===== config.mk =====
export PLATFORM = sky130hd
export DESIGN_NAME = ped_crossing_ctrl_flat
export DESIGN_NICKNAME = d
export VERILOG_FILES = /design/src/rtl/ped_crossing_ctrl_if.sv /design/src/rtl/ped_crossing_ctrl.sv /design/src/flat_wrapper.sv
export SDC_FILE = /design/constraint.sdc
export NUM_CORES = 1
export LEC_CHECK = 0
export ABC_AREA = 0
export CAP_MARGIN = 40
export CELL_PAD_IN_SITES_DETAIL_PLACEMENT = 0
export CELL_PAD_IN_SITES_GLOBAL_PLACEMENT = 1
export CORE_UTILIZATION = 40
export CTS_BUF_LIST = sky130_fd_sc_hd__clkbuf_4
export CTS_CLUSTER_SIZE = 14
export DETAILED_ROUTE_END_ITERATION = 16
export PLACE_DENSITY_LB_ADDON = 0.1
export SYNTH_ARGS = -nofsm -noshare
export SYNTH_HDL_FRONTEND = slang
export SYNTH_SLANG_ARGS = --single-unit

===== constraint.sdc =====
create_clock -name clock -period 2.5 [get_ports clock]
set_clock_uncertainty 0.2 [all_clocks]
set_input_delay 0.75 -clock clock [delete_from_list [all_inputs] [get_ports clock]]
set_output_delay 0.75 -clock clock [all_outputs]
set_load 0.01 [all_outputs]

===== src/rtl/ped_crossing_ctrl_if.sv =====
// Signal bundle between the pedestrian crossing controller and its surroundings:
// traffic lamp inputs, push-button, and the pedestrian lamp/status outputs.
interface ped_crossing_ctrl_if;
    logic       red;
    logic       yellow;
    logic       green;
    logic       ped_button;
    logic       walk;
    logic       dont_walk;
    logic [3:0] countdown;
    logic       req_pending;
    logic       fault;

    modport master (
        output red, yellow, green, ped_button,
        input  walk, dont_walk, countdown, req_pending, fault
    );

    modport slave (
        input  red, yellow, green, ped_button,
        output walk, dont_walk, countdown, req_pending, fault
    );
endinterface


===== src/rtl/ped_crossing_ctrl.sv =====
// Pedestrian crossing controller: grants a timed WALK only under pure red, then a
// flashing clearance with countdown; any green while pedestrians are released aborts.
module ped_crossing_ctrl #(
    parameter int unsigned WALK_CYCLES  = 8,
    parameter int unsigned FLASH_CYCLES = 6
) (
    input  logic              clock,
    input  logic              reset,
    ped_crossing_ctrl_if.slave bus
);

    typedef enum logic [1:0] {StIdle, StArmed, StWalk, StFlash} state_e;

    localparam logic [3:0] WalkLoad  = 4'(WALK_CYCLES - 1);
    localparam logic [3:0] FlashLoad = 4'(FLASH_CYCLES - 1);

    state_e     state_q, state_d;
    logic [3:0] cnt_q, cnt_d;
    logic       blink_q, blink_d;
    logic       req_q, req_d;
    logic       fault_q, fault_d;
    logic       walk_q, walk_d;
    logic       dont_walk_q, dont_walk_d;
    logic [3:0] countdown_q, countdown_d;

    logic pure_red;
    logic go;

    // All-off lamps are treated like green: the sequencer state is unknown.
    assign pure_red = bus.red & ~bus.yellow & ~bus.green;
    assign go       = bus.green | (bus.red & bus.green) | (~bus.red & ~bus.yellow & ~bus.green);

    always_comb begin
        state_d = state_q;
        cnt_d   = cnt_q;
        blink_d = blink_q;
        req_d   = req_q;
        fault_d = fault_q;

        unique case (state_q)
            StIdle: begin
                if (bus.ped_button) begin
                    state_d = StArmed;
                    req_d   = 1'b1;
                end
            end
            StArmed: begin
                if (pure_red) begin
                    state_d = StWalk;
                    cnt_d   = WalkLoad;
                    req_d   = 1'b0;
                end
            end
            StWalk: begin
                if (go) begin
                    state_d = StIdle;
                    fault_d = 1'b1;
                    req_d   = 1'b0;
                    cnt_d   = 4'd0;
                end else if ((cnt_q == 4'd0) || !pure_red) begin
                    state_d = StFlash;
                    cnt_d   = FlashLoad;
                    blink_d = 1'b1;
                end else begin
                    cnt_d = cnt_q - 4'd1;
                end
            end
            StFlash: begin
                if (go) begin
                    state_d = StIdle;
                    fault_d = 1'b1;
                    req_d   = 1'b0;
                    cnt_d   = 4'd0;
                end else if (cnt_q == 4'd0) begin
                    // A press on the final edge still counts toward the next crossing.
                    req_d   = req_q | bus.ped_button;
                    state_d = (req_q | bus.ped_button) ? StArmed : StIdle;
                end else begin
                    cnt_d   = cnt_q - 4'd1;
                    blink_d = ~blink_q;
                    req_d   = req_q | bus.ped_button;
                end
            end
            default: begin
                state_d = StIdle;
            end
        endcase
    end

    // Outputs are computed from next state so they register alongside it.
    always_comb begin
        walk_d      = (state_d == StWalk);
        dont_walk_d = (state_d == StFlash) ? blink_d : (state_d != StWalk);
        countdown_d = ((state_d == StWalk) || (state_d == StFlash)) ? cnt_d : 4'd0;
    end

    always_ff @(posedge clock or negedge reset) begin
        if (!reset) begin
            state_q     <= StIdle;
            cnt_q       <= 4'd0;
            blink_q     <= 1'b0;
            req_q       <= 1'b0;
            fault_q     <= 1'b0;
            walk_q      <= 1'b0;
            dont_walk_q <= 1'b1;
            countdown_q <= 4'd0;
        end else begin
            state_q     <= state_d;
            cnt_q       <= cnt_d;
            blink_q     <= blink_d;
            req_q       <= req_d;
            fault_q     <= fault_d;
            walk_q      <= walk_d;
            dont_walk_q <= dont_walk_d;
            countdown_q <= countdown_d;
        end
    end

    assign bus.walk        = walk_q;
    assign bus.dont_walk   = dont_walk_q;
    assign bus.countdown   = countdown_q;
    assign bus.req_pending = req_q;
    assign bus.fault       = fault_q;

endmodule


===== src/flat_wrapper.sv =====
// flat-port wrapper written by rule: the top's interface ports become plain ports
module ped_crossing_ctrl_flat 
#(
    parameter int unsigned WALK_CYCLES  = 8,
    parameter int unsigned FLASH_CYCLES = 6
)
  (clock, reset, bus_red, bus_yellow, bus_green, bus_ped_button, bus_walk, bus_dont_walk, bus_countdown, bus_req_pending, bus_fault);
  ped_crossing_ctrl_if bus_i ();
  input  logic clock;
  input  logic reset;
  input wire logic [$bits(bus_i.red)-1:0] bus_red;
  input wire logic [$bits(bus_i.yellow)-1:0] bus_yellow;
  input wire logic [$bits(bus_i.green)-1:0] bus_green;
  input wire logic [$bits(bus_i.ped_button)-1:0] bus_ped_button;
  output wire logic [$bits(bus_i.walk)-1:0] bus_walk;
  output wire logic [$bits(bus_i.dont_walk)-1:0] bus_dont_walk;
  output wire logic [$bits(bus_i.countdown)-1:0] bus_countdown;
  output wire logic [$bits(bus_i.req_pending)-1:0] bus_req_pending;
  output wire logic [$bits(bus_i.fault)-1:0] bus_fault;
  assign bus_i.red = bus_red;
  assign bus_i.yellow = bus_yellow;
  assign bus_i.green = bus_green;
  assign bus_i.ped_button = bus_ped_button;
  assign bus_walk = bus_i.walk;
  assign bus_dont_walk = bus_i.dont_walk;
  assign bus_countdown = bus_i.countdown;
  assign bus_req_pending = bus_i.req_pending;
  assign bus_fault = bus_i.fault;
  ped_crossing_ctrl #(.WALK_CYCLES(WALK_CYCLES), .FLASH_CYCLES(FLASH_CYCLES)) u_core (.clock(clock), .reset(reset), .bus(bus_i));
endmodule

==> results.yml <==
global_route:
  use_met3_pct: 1.16
  grt_pass1_vias: 959
  gr-total-overflow: 0
  grt_usage_pct: 20.8
  grt_util_met1_pct: 27.8
  use_met2_pct: 33.5
  grt_most_used_layer: "met2"
  antenna_found_initial: 0
  grt_max_degree: 16
  grt_first_pass_wirelength_mm: 4.18
worst_hold_path:
  hold_path_class: "reg -> reg"
  hold_path_depth: 1
  hold_end: "u_core.bus.fault$_DFFE_PN0P_"
  hp-start: "u_core.bus.fault$_DFFE_PN0P_"
timing:
  fin_crit_ns: 2.48
  hold_viol_final: 0
  drv_slew: 0
  setup_viol: 0
  worst_pin_slew_ns: 0.621
  fin_ws_ns: 0.0241
  relSlewSlack_pct: 58.5
  clock.fmax_ghz: 0.404
  finalCritPeriodShare_pct: 99.0
placed_design:
  gp_congestion: 0.860
  hpwl_mm: 1.88
  place_worst_setup_slack_ns: -0.215
  dpl-instance-area_um2: 1300
  io_buffers: 13
worst_setup_path:
  crit_path_end_kind: "register"
  cp-start-kind: "primary input"
  cp.required_ns: 2.45
  reg2reg_to: "u_core.bus.countdown[3]$_DFF_PN0_"
  reg2reg_depth: 7
  reg2reg_slack_ns: 0.30
  path_class: "in -> reg"
  cp_data_arrival_time_ns: 2.43
  timing.rr.start: "u_core.cnt_q[0]$_DFF_PN0_"
  path_max_fanout: 8
cells_and_area:
  syn_to_final_growth_pct: 31.1
  drive_gt1_share_pct: 25.4
  n_antenna_cell: 0
  final_area_um2: 1350
  nNetsFinal: 154
cts:
  cts.clk_slew.worst_paths_ns: 0.08
  cts_root_buf: "clkbuf_4"
  cts_htree_levels: 1
  clock_latency_ns: 0.28
  hold_buffers: 0
  post_cts_resized: 0
  clockBufferDepth: 2
  cts_sinks: 15
  post_cts_buffers: 0
  cts_tree: "done"
  cts_buffers: 3
power_and_ir_drop:
  p_leak_nw: 0.584
  power.density_nw_per_um2: 820
  ir_drop_v: 0.000584
detailed_routing:
  num_vias: 949
  routed_via_density: 5.52
  routed_wl_mm: 2.48
  wire_per_inst_um: 14.4
  drc: 0
  dr.pass1.iters: 4
  drt_first_iter_violations: 13
  ant_nets: 0
synth:
  netlist_instances: 112
  synth_top_area_share_pct: 34.0
  ys.flop_type: "dfrtp_1"
  yosysWarnings: 0
  syn_area_um2: 1030
  async_flop_share_pct: 100
  synth_most_common_cell: "dfrtp_1"
  syn_avg_cell_area_um2: 9.21
  synth.area.top_cells: "dfrtp_1 34%, ha_1 6.1%, o21ai_0 3.9%"
  post_synth_num_cell_types: 42
  ys_ff_latch: 15
  synth-seq-area-share_pct: 36.5
  syn-num-nets: 123
  synth_edf_count: 0
  synth_top_cell_by_area: "dfrtp_1"
  ys_top_cells_by_count: "14 x dfrtp_1, 10 x inv_1, 8 x nor2_1, 8 x o21ai_0"
floorplan:
  io_pins: 14
  start_util_pct: 42.0
  rows: 18
  die_h_um: 52.8
  die_w_um: 52.8
  dieArea_um2: 2780
  core_area_um2: 2450
outcome:
  status: "complete, no violations"
run:
  drv_cap: 0
-- routing by layer --
layer / part of all wire [%] / up-vias
li1: - / 468
met1: 50 / 459
met2: 46 / 17
met3: 2.1 / 5
met4: 2.1 / 0
met5: 0 / -
-- cell usage in the layout (no fill, tap or decap), drive strengths merged, types with 2 or more instances in the layout --
| cell | count |
|---|---|
| buf | 19 |
| or2 | 2 |
| o311ai | 2 |
| nor3 | 6 |
| dfrtp | 14 |
| inv | 10 |
| nor4b | 2 |
| a21oi | 6 |
| dlymetal6s2s | 2 |
| nand3 | 4 |
| o22ai | 2 |
| nand2b | 2 |
| o21ai | 9 |
| o211ai | 2 |
| ha | 5 |
| o21a | 3 |
| nor2b | 4 |
| o21bai | 2 |
| clkbuf | 4 |
| nand2 | 3 |
| clkdlybuf4s50 | 11 |
| or3b | 2 |
| nor2 | 8 |
| a211oi | 3 |
-- area by class of cell --
| class | instances | area, µm² |
|---|---|---|
| well taps | 30 | 37.5 |
| fillers | 243 | 1100 |
| inverters | 10 | 37.5 |
| multi-input cells | 81 | 592 |
| clock buffers | 4 | 30.0 |
| flip-flops and latches | 15 | 377 |
| repair buffers | 32 | 278 |
-- worst max-delay path: stages --
cell	delay [ns]
clkdlybuf4s50_1	0.45
buf_4	0.19
or3b_1	0.42
o22ai_1	0.20
a211oi_1	0.10
o21a_1	0.19
nor2b_1	0.13
-- per-stage QoR --
stage / power (mW) / TNS (ns) / hold slack, ns / utilization, % / std cells
5_1_grt: 1.20 / -0.0126 / 0.309 / 55.0 / 172
6_report: 1.11 / 0 / 0.281 / 55.0 / 172
2_1_floorplan: 0.746 / 0 / 0.254 / - / 112
3_3_place_gp: 0.949 / -2.08 / 0.263 / 53.0 / 168
4_1_cts: 1.10 / 0 / 0.290 / 54.2 / 172
3_5_place_dp: 0.945 / -1.80 / 0.267 / 53.0 / 168
-- worst max-delay path by stage --
stage | from | end | depth (start not counted) | slack (ns)
floorplan | bus_yellow | u_core.bus.dont_walk$_DFF_PN1_ | 6 | 0.37
global placement | bus_green | u_core.bus.dont_walk$_DFF_PN1_ | 7 | -0.27
detailed placement | bus_green | u_core.bus.dont_walk$_DFF_PN1_ | 7 | -0.22
CTS | bus_green | u_core.bus.countdown[0]$_DFF_PN0_ | 7 | 0.06
global route | bus_yellow | u_core.bus.countdown[2]$_DFF_PN0_ | 7 | -0.01
finish | bus_yellow | u_core.bus.countdown[2]$_DFF_PN0_ | 7 | 0.02
-- cells by family after synthesis --
kind of cell	count (synthesis)	share of synthesized area (%)
AO/OA/AOI/OAI	37	26.7
adder cells (fa/ha/maj)	5	6.07
buffers and inverters	16	7.52
flip-flops	15	36.5
multiplexers	1	0.971
AND/OR/NAND/NOR	38	22.2
-- state kept, by name, indices dropped and copies added (netlist names) --
signal                  flops
u_core.bus.dont_walk        1
u_core.cnt_q                4
u_core.bus.walk             1
u_core.blink_q              1
u_core.bus.countdown        4
u_core.bus.req_pending      1
u_core.bus.fault            1
u_core.state_q              2
-- where the power goes --
part	internal, mW	leakage, nW	switching (mW)
registers	0.301	0.193	0.0441
logic	0.279	0.372	0.341
clock network	0.0728	0.0184	0.0693
total	0.654	0.584	0.454
No activity file was read; power rests on OpenSTA's default activity.
